`src/rtl/float_divide.sv`:
```
`default_nettype none
// ============================================================================
// Module   : float_divide
// Desc     : Iterative (one bit per cycle) restoring floating-point divider,
//            c = a / b, with valid/ready handshakes and IEEE special values.
//            Define FLOAT_DIVIDE_ROUND_EN for round-to-nearest-even;
//            otherwise the quotient is truncated.
// Revision : 1.0
// ============================================================================
module float_divide #(
    parameter int EXP_W = 8,
    parameter int MAN_W = 23
) (
    input  logic                 clk,
    input  logic                 rstn,
    input  logic                 in_valid,
    output logic                 in_ready,
    input  logic [EXP_W+MAN_W:0] a,
    input  logic [EXP_W+MAN_W:0] b,
    output logic                 out_valid,
    input  logic                 out_ready,
    output logic [EXP_W+MAN_W:0] c,
    output logic                 div_by_zero,
    output logic                 invalid
);
    localparam int W  = 1 + EXP_W + MAN_W;
    localparam int QW = MAN_W + 3;
    localparam int CW = $clog2(MAN_W + 4);
    localparam int EW = EXP_W + 2;
    localparam logic [EXP_W-1:0]     EXP_ONES = '1;
    localparam logic [CW-1:0]        CNT_LAST = CW'(MAN_W + 2);
    localparam logic [CW-1:0]        CNT_ONE  = CW'(1);
    localparam logic signed [EW-1:0] BIAS     = {3'b000, {(EXP_W-1){1'b1}}};
    localparam logic signed [EW-1:0] EMAX     = {2'b00, {EXP_W{1'b1}}};
    localparam logic signed [EW-1:0] E_ONE    = {{(EW-1){1'b0}}, 1'b1};

    typedef enum logic [1:0] {
        IDLE   = 2'd0,
        DIVIDE = 2'd1,
        ROUND  = 2'd2,
        DONE   = 2'd3
    } state_t;

    state_t         state_q, state_d;
    logic [W-1:0]   a_q, a_d, b_q, b_d, c_q, c_d;
    logic [QW-1:0]  rem_q, rem_d, quo_q, quo_d;
    logic [CW-1:0]  cnt_q, cnt_d;
    logic           dz_q, dz_d, inv_q, inv_d;

    logic [EXP_W-1:0] a_exp, b_exp;
    logic [MAN_W-1:0] a_man, b_man;
    logic             sign;

    assign a_exp = a_q[W-2:MAN_W];
    assign b_exp = b_q[W-2:MAN_W];
    assign a_man = a_q[MAN_W-1:0];
    assign b_man = b_q[MAN_W-1:0];
    assign sign  = a_q[W-1] ^ b_q[W-1];

    // Operand classes; subnormals count as zero
    logic a_zero, a_inf, a_nan, b_zero, b_inf, b_nan, special, nan_res;
    assign a_zero  = (a_exp == '0);
    assign b_zero  = (b_exp == '0);
    assign a_inf   = (a_exp == EXP_ONES) && (a_man == '0);
    assign b_inf   = (b_exp == EXP_ONES) && (b_man == '0);
    assign a_nan   = (a_exp == EXP_ONES) && (a_man != '0);
    assign b_nan   = (b_exp == EXP_ONES) && (b_man != '0);
    assign special = a_zero | a_inf | a_nan | b_zero | b_inf | b_nan;
    assign nan_res = a_nan | b_nan | (a_zero & b_zero) | (a_inf & b_inf);

    logic [W-1:0] spec_c;
    logic         spec_dz, spec_inv;
    always_comb begin
        spec_c   = {sign, {(W-1){1'b0}}};
        spec_dz  = 1'b0;
        spec_inv = 1'b0;
        if (nan_res) begin
            spec_c   = {1'b0, EXP_ONES, 1'b1, {(MAN_W-1){1'b0}}};
            spec_inv = 1'b1;
        end else if (a_inf | b_zero) begin
            spec_c  = {sign, EXP_ONES, {MAN_W{1'b0}}};
            spec_dz = b_zero & ~a_inf;
        end
    end

    // Remainder stays below 2*mb, so a single trial subtract per bit suffices
    logic [QW:0]   diff;
    logic          q_bit;
    logic [QW-1:0] rem_sel;
    assign diff    = {1'b0, rem_q} - {3'b000, 1'b1, b_man};
    assign q_bit   = ~diff[QW];
    assign rem_sel = q_bit ? diff[QW-1:0] : rem_q;

    logic signed [EW-1:0] e_raw, e_norm, e_fin;
    logic [MAN_W-1:0]     frac, man_rnd;
    logic                 guard, sticky, inc, carry;
    logic [W-1:0]         round_c;
    always_comb begin
        e_raw = $signed({2'b00, a_exp}) - $signed({2'b00, b_exp}) + BIAS;
        if (quo_q[QW-1]) begin
            frac   = quo_q[QW-2:2];
            guard  = quo_q[1];
            sticky = quo_q[0] | (|rem_q);
            e_norm = e_raw;
        end else begin
            frac   = quo_q[QW-3:1];
            guard  = quo_q[0];
            sticky = |rem_q;
            e_norm = e_raw - E_ONE;
        end
`ifdef FLOAT_DIVIDE_ROUND_EN
        inc = guard & (sticky | frac[0]);
`else
        inc = 1'b0;
`endif
        carry   = inc & (&frac);
        man_rnd = frac + {{(MAN_W-1){1'b0}}, inc};
        e_fin   = carry ? (e_norm + E_ONE) : e_norm;
        if (e_fin >= EMAX) begin
            round_c = {sign, EXP_ONES, {MAN_W{1'b0}}};
        end else if (e_fin[EW-1] || (e_fin == '0)) begin
            round_c = {sign, {(W-1){1'b0}}};
        end else begin
            round_c = {sign, e_fin[EXP_W-1:0], man_rnd};
        end
    end

`ifndef FLOAT_DIVIDE_ROUND_EN
    logic round_unused;
    assign round_unused = guard ^ sticky;
`endif

    always_comb begin
        state_d = state_q;
        a_d     = a_q;
        b_d     = b_q;
        rem_d   = rem_q;
        quo_d   = quo_q;
        cnt_d   = cnt_q;
        c_d     = c_q;
        dz_d    = dz_q;
        inv_d   = inv_q;
        case (state_q)
            IDLE: begin
                if (in_valid) begin
                    a_d     = a;
                    b_d     = b;
                    rem_d   = {3'b001, a[MAN_W-1:0]};
                    quo_d   = '0;
                    cnt_d   = '0;
                    state_d = DIVIDE;
                end
            end
            DIVIDE: begin
                if (special) begin
                    c_d     = spec_c;
                    dz_d    = spec_dz;
                    inv_d   = spec_inv;
                    state_d = DONE;
                end else begin
                    rem_d = rem_sel << 1;
                    quo_d = {quo_q[QW-2:0], q_bit};
                    cnt_d = cnt_q + CNT_ONE;
                    if (cnt_q == CNT_LAST) begin
                        state_d = ROUND;
                    end
                end
            end
            ROUND: begin
                c_d     = round_c;
                dz_d    = 1'b0;
                inv_d   = 1'b0;
                state_d = DONE;
            end
            DONE: begin
                if (out_ready) begin
                    state_d = IDLE;
                end
            end
            default: state_d = IDLE;
        endcase
    end

    always_ff @(posedge clk or negedge rstn) begin
        if (!rstn) begin
            state_q <= IDLE;
            a_q     <= '0;
            b_q     <= '0;
            rem_q   <= '0;
            quo_q   <= '0;
            cnt_q   <= '0;
            c_q     <= '0;
            dz_q    <= 1'b0;
            inv_q   <= 1'b0;
        end else begin
            state_q <= state_d;
            a_q     <= a_d;
            b_q     <= b_d;
            rem_q   <= rem_d;
            quo_q   <= quo_d;
            cnt_q   <= cnt_d;
            c_q     <= c_d;
            dz_q    <= dz_d;
            inv_q   <= inv_d;
        end
    end

    assign in_ready    = (state_q == IDLE);
    assign out_valid   = (state_q == DONE);
    assign c           = c_q;
    assign div_by_zero = dz_q;
    assign invalid     = inv_q;
endmodule
`default_nettype wire

```
`config.mk`:
```
export PLATFORM = sky130hd
export DESIGN_NAME = float_divide
export DESIGN_NICKNAME = d
export VERILOG_FILES = /design/src/rtl/float_divide.sv
export SDC_FILE = /design/constraint.sdc
export NUM_CORES = 1
export LEC_CHECK = 0
export CORE_ASPECT_RATIO = 2
export CORE_MARGIN = 2
export CORE_UTILIZATION = 53
export CTS_BUF_LIST = sky130_fd_sc_hd__clkbuf_8
export CTS_CLUSTER_DIAMETER = 150
export DETAILED_ROUTE_END_ITERATION = 10
export GPL_ROUTABILITY_DRIVEN = 1
export MAX_ROUTING_LAYER = met4
export PLACE_DENSITY = 0.79
export SETUP_SLACK_MARGIN = 0.05
export SYNTH_ARGS = -nofsm -noshare
export SYNTH_HDL_FRONTEND = slang
export SYNTH_SLANG_ARGS = --single-unit
```
`constraint.sdc`:
```
create_clock -name clk -period 3.45 [get_ports clk]
set_input_delay 0.345 -clock clk [delete_from_list [all_inputs] [get_ports clk]]
set_output_delay 0.345 -clock clk [all_outputs]
set_load 0.01 [all_outputs]
```
==> results.ini <==
[sta]
worst_slew_pin_slew_ns=0.850
post-route-period-util_pct=106
setup_tns_ns=-4.16
rsz0062_at_grt=yes
hold_violations=0
period_needed_ns=3.65
setup_viol=30
layout_setup_ws_ns=-0.204
skew_ns=0.0204
slew_headroom_pct=43.3
fmax_mhz=274
slew_violations=0

[worst_setup_path]
worst_ep_arrival_time_ns=4.01
required_ns=3.81
worstSetupPathType=flip-flop to flip-flop
worstSetupEndpointType=flip-flop
startpoint_type=flip-flop
crit_fanout=7

[route]
drt-initial-drc-count=367
wl_per_cell_um=18.7
vias=8164
final_antenna_net_count=0
wirelength_um=25500
via_per_inst=6.00
drt_pass1_iterations=5
drc=0

[grt]
antenna_found_initial=0
globalRouteOverflowTotal=0
track_usage_pct=28.2
grt_max_degree=81
grt_pass1_wl_um=42200
first_global_vias=8592

[logic_synthesis]
netlist_instances=985
synth_seq_cells=157
syn-cell-area_um2=9560
ys.flop_type=dfrtp_1
synth_top_cell_by_area=dfrtp_1
synth_top_area_share_pct=41.1
ys_seq_area_share_pct=41.1
synth_fp_nets=1094
synth.area.top_cells=dfrtp_1 (41%), mux2_2 (11%), nand2_1 (5.3%)
synth_edf_count=0
yosys_warnings=0
synth.distinct_cells=73
synth.avg_cell_area_um2=9.71
synthArstFlopShare_pct=100

[floorplanning]
fp.dieArea_um2=19200
die_x_um=99.0
core.rowCount=69
start_util_pct=54.0
fp.dieH_um=194
core-area_um2=17700
ios=104

[place]
hpwl_um=18300
place_area_um2=11200
gp_congestion=0.898
io_buffers=103
dp.cells=1309

[clocking]
cts.clk_slew.worst_paths_ns=0.10
cts_tree=yes
clk_latency_ns=0.48
numCtsBuffers=17
htree_num_levels=4
clock_path_buffers=2
root_buffer=clkbuf_8
cts.sinks=157

[cells_and_area]
finalInstanceArea_um2=12100
stdcell_count=1361
drive_gt1_share_pct=24.4
area_delta_synth_final_pct=26.8
post-route-util_pct=68.5
fill_cells=1342
antennaDiodeCount=0
nNetsFinal=1244

[worst_hold_path]
hp-class=input pin to async pin

[run_status]
status=finished with violations
failed_checks=setup timing

[job]
maxCapViolCount=0

-- logic make-up (layout without fill, tap and decap cells) --
kind of cell | Yosys count | count (layout) | share of synthesized area, %
buffers and inverters | 105 | 268 | 4.58
DFF | 157 | 157 | 41.1
muxes | 109 | 109 | 12.6
xor gates and xnor gates | 37 | 37 | 3.62
and+or+nand+nor | 311 | 311 | 15.1
adders and majority gates | 41 | 41 | 5.52
AOI/OAI and AO/OA | 225 | 225 | 17.6
-- cells in the final DEF (no fill, tap or decap), types with 18 or more instances in the layout --
master / n
a21o_1: 26
inv_1: 52
nor2_1: 54
nand2_1: 132
xnor2_1: 18
mux2_2: 89
o41ai_2: 20
a211oi_1: 18
a21oi_1: 22
ha_1: 34
nand3_1: 36
dfrtp_1: 157
buf_4: 62
clkdlybuf4s50_1: 102
o21ai_0: 45
mux2i_1: 18
clkbuf_8: 18
-- layout make-up --
type / instances / area [µm²] / area share (%)
clock buffer: 18 / 248 / 2.04
clock inverter: 14 / 150 / 1.24
inverter: 54 / 203 / 1.67
multi-input combinational: 723 / 5540 / 45.7
sequential: 157 / 3930 / 32.4
tap: 213 / 267 / 2.20
timing repair buffer: 182 / 1790 / 14.8
-- metal layers --
metal  GRT usage [%]  up-vias  wire [µm]  share of wire (%)
li1                -     3868          -                  -
met1            28.0     3990       8840                 35
met5               -        -          0                  0
met3            4.04      100        699                2.7
met2            50.7      206      14400                 56
met4            17.1        0       1590                6.2
-- cells in the mapped netlist (8+ instances only) --
library cell  instances
dfrtp_1             157
a21oi_1              28
a21o_1               26
mux2_2               90
clkbuf_1             33
o41ai_1              13
o21ai_0              48
o41ai_2              11
mux2i_1              19
buf_1                10
nand4_1              12
nor4_1               16
nor3_1               13
nand2_1             136
o21a_1                9
xnor2_1              23
nand3_1              36
xor2_1               11
o22ai_1               8
nor2_1               56
inv_1                54
ha_1                 39
a211oi_1             20
-- final timing paths --
| check | slack, ns | cells after the start | to | start |
|---|---|---|---|---|
| max in group asynchronous | 2.09 | 3 | a_q[8] | rstn |
| worst max register to register | -0.20 | 18 | c[13] | a_q[23] |
| worst max-delay path | -0.20 | 18 | c[13] | a_q[23] |
| min in group clk | 0.47 | 2 | c[31] | c[31] |
| worst min-delay path | 0.47 | 2 | b_q[20] | rstn |
| worst min register to register | 0.47 | 2 | c[31] | c[31] |
-- worst max-delay path: stages (launching register included) --
cell and delay (ns):
dfrtp_1 0.39, inv_1 0.07, ha_2 0.19, inv_2 0.04, fa_2 0.53, inv_2 0.07
ha_4 0.16, nor2b_4 0.12, o21ai_2 0.12, o31ai_1 0.10, mux2i_1 0.22, xnor2_1 0.17
inv_1 0.08, or4b_4 0.50, o41ai_4 0.23, buf_6 0.19, buf_12 0.12, buf_16 0.13
o41ai_2 0.07
-- per-stage QoR --
step / worst slack [ns] / hold slack (ns)
6_report: -0.204 / 0.466
5_1_grt: -0.367 / 0.469
4_1_cts: -0.140 / 0.464
3_5_place_dp: -0.219 / 0.440
3_3_place_gp: -0.103 / 0.439
2_1_floorplan: -0.131 / 0.0494
-- timing repair --
action                     4_1_cts  5_1_grt
pin swaps                       17        8
resized for setup               39       20
hold endpoints to repair        79        0
cloned                           5        0
hold buffers                     1        0
buffers inserted                10        4
setup endpoints to repair       28       35
-- state kept, by name, summed over array words and instances, names as in the netlist --
register and count:
b_q 32, a_q 32, invalid 1, c 32
rem_q 26, state_q 2, cnt_q 5, quo_q 26
div_by_zero 1
Power is left out: the tool's default activity adds up to more than one toggle a clock period on the data nets, which glitch-free logic cannot reach.
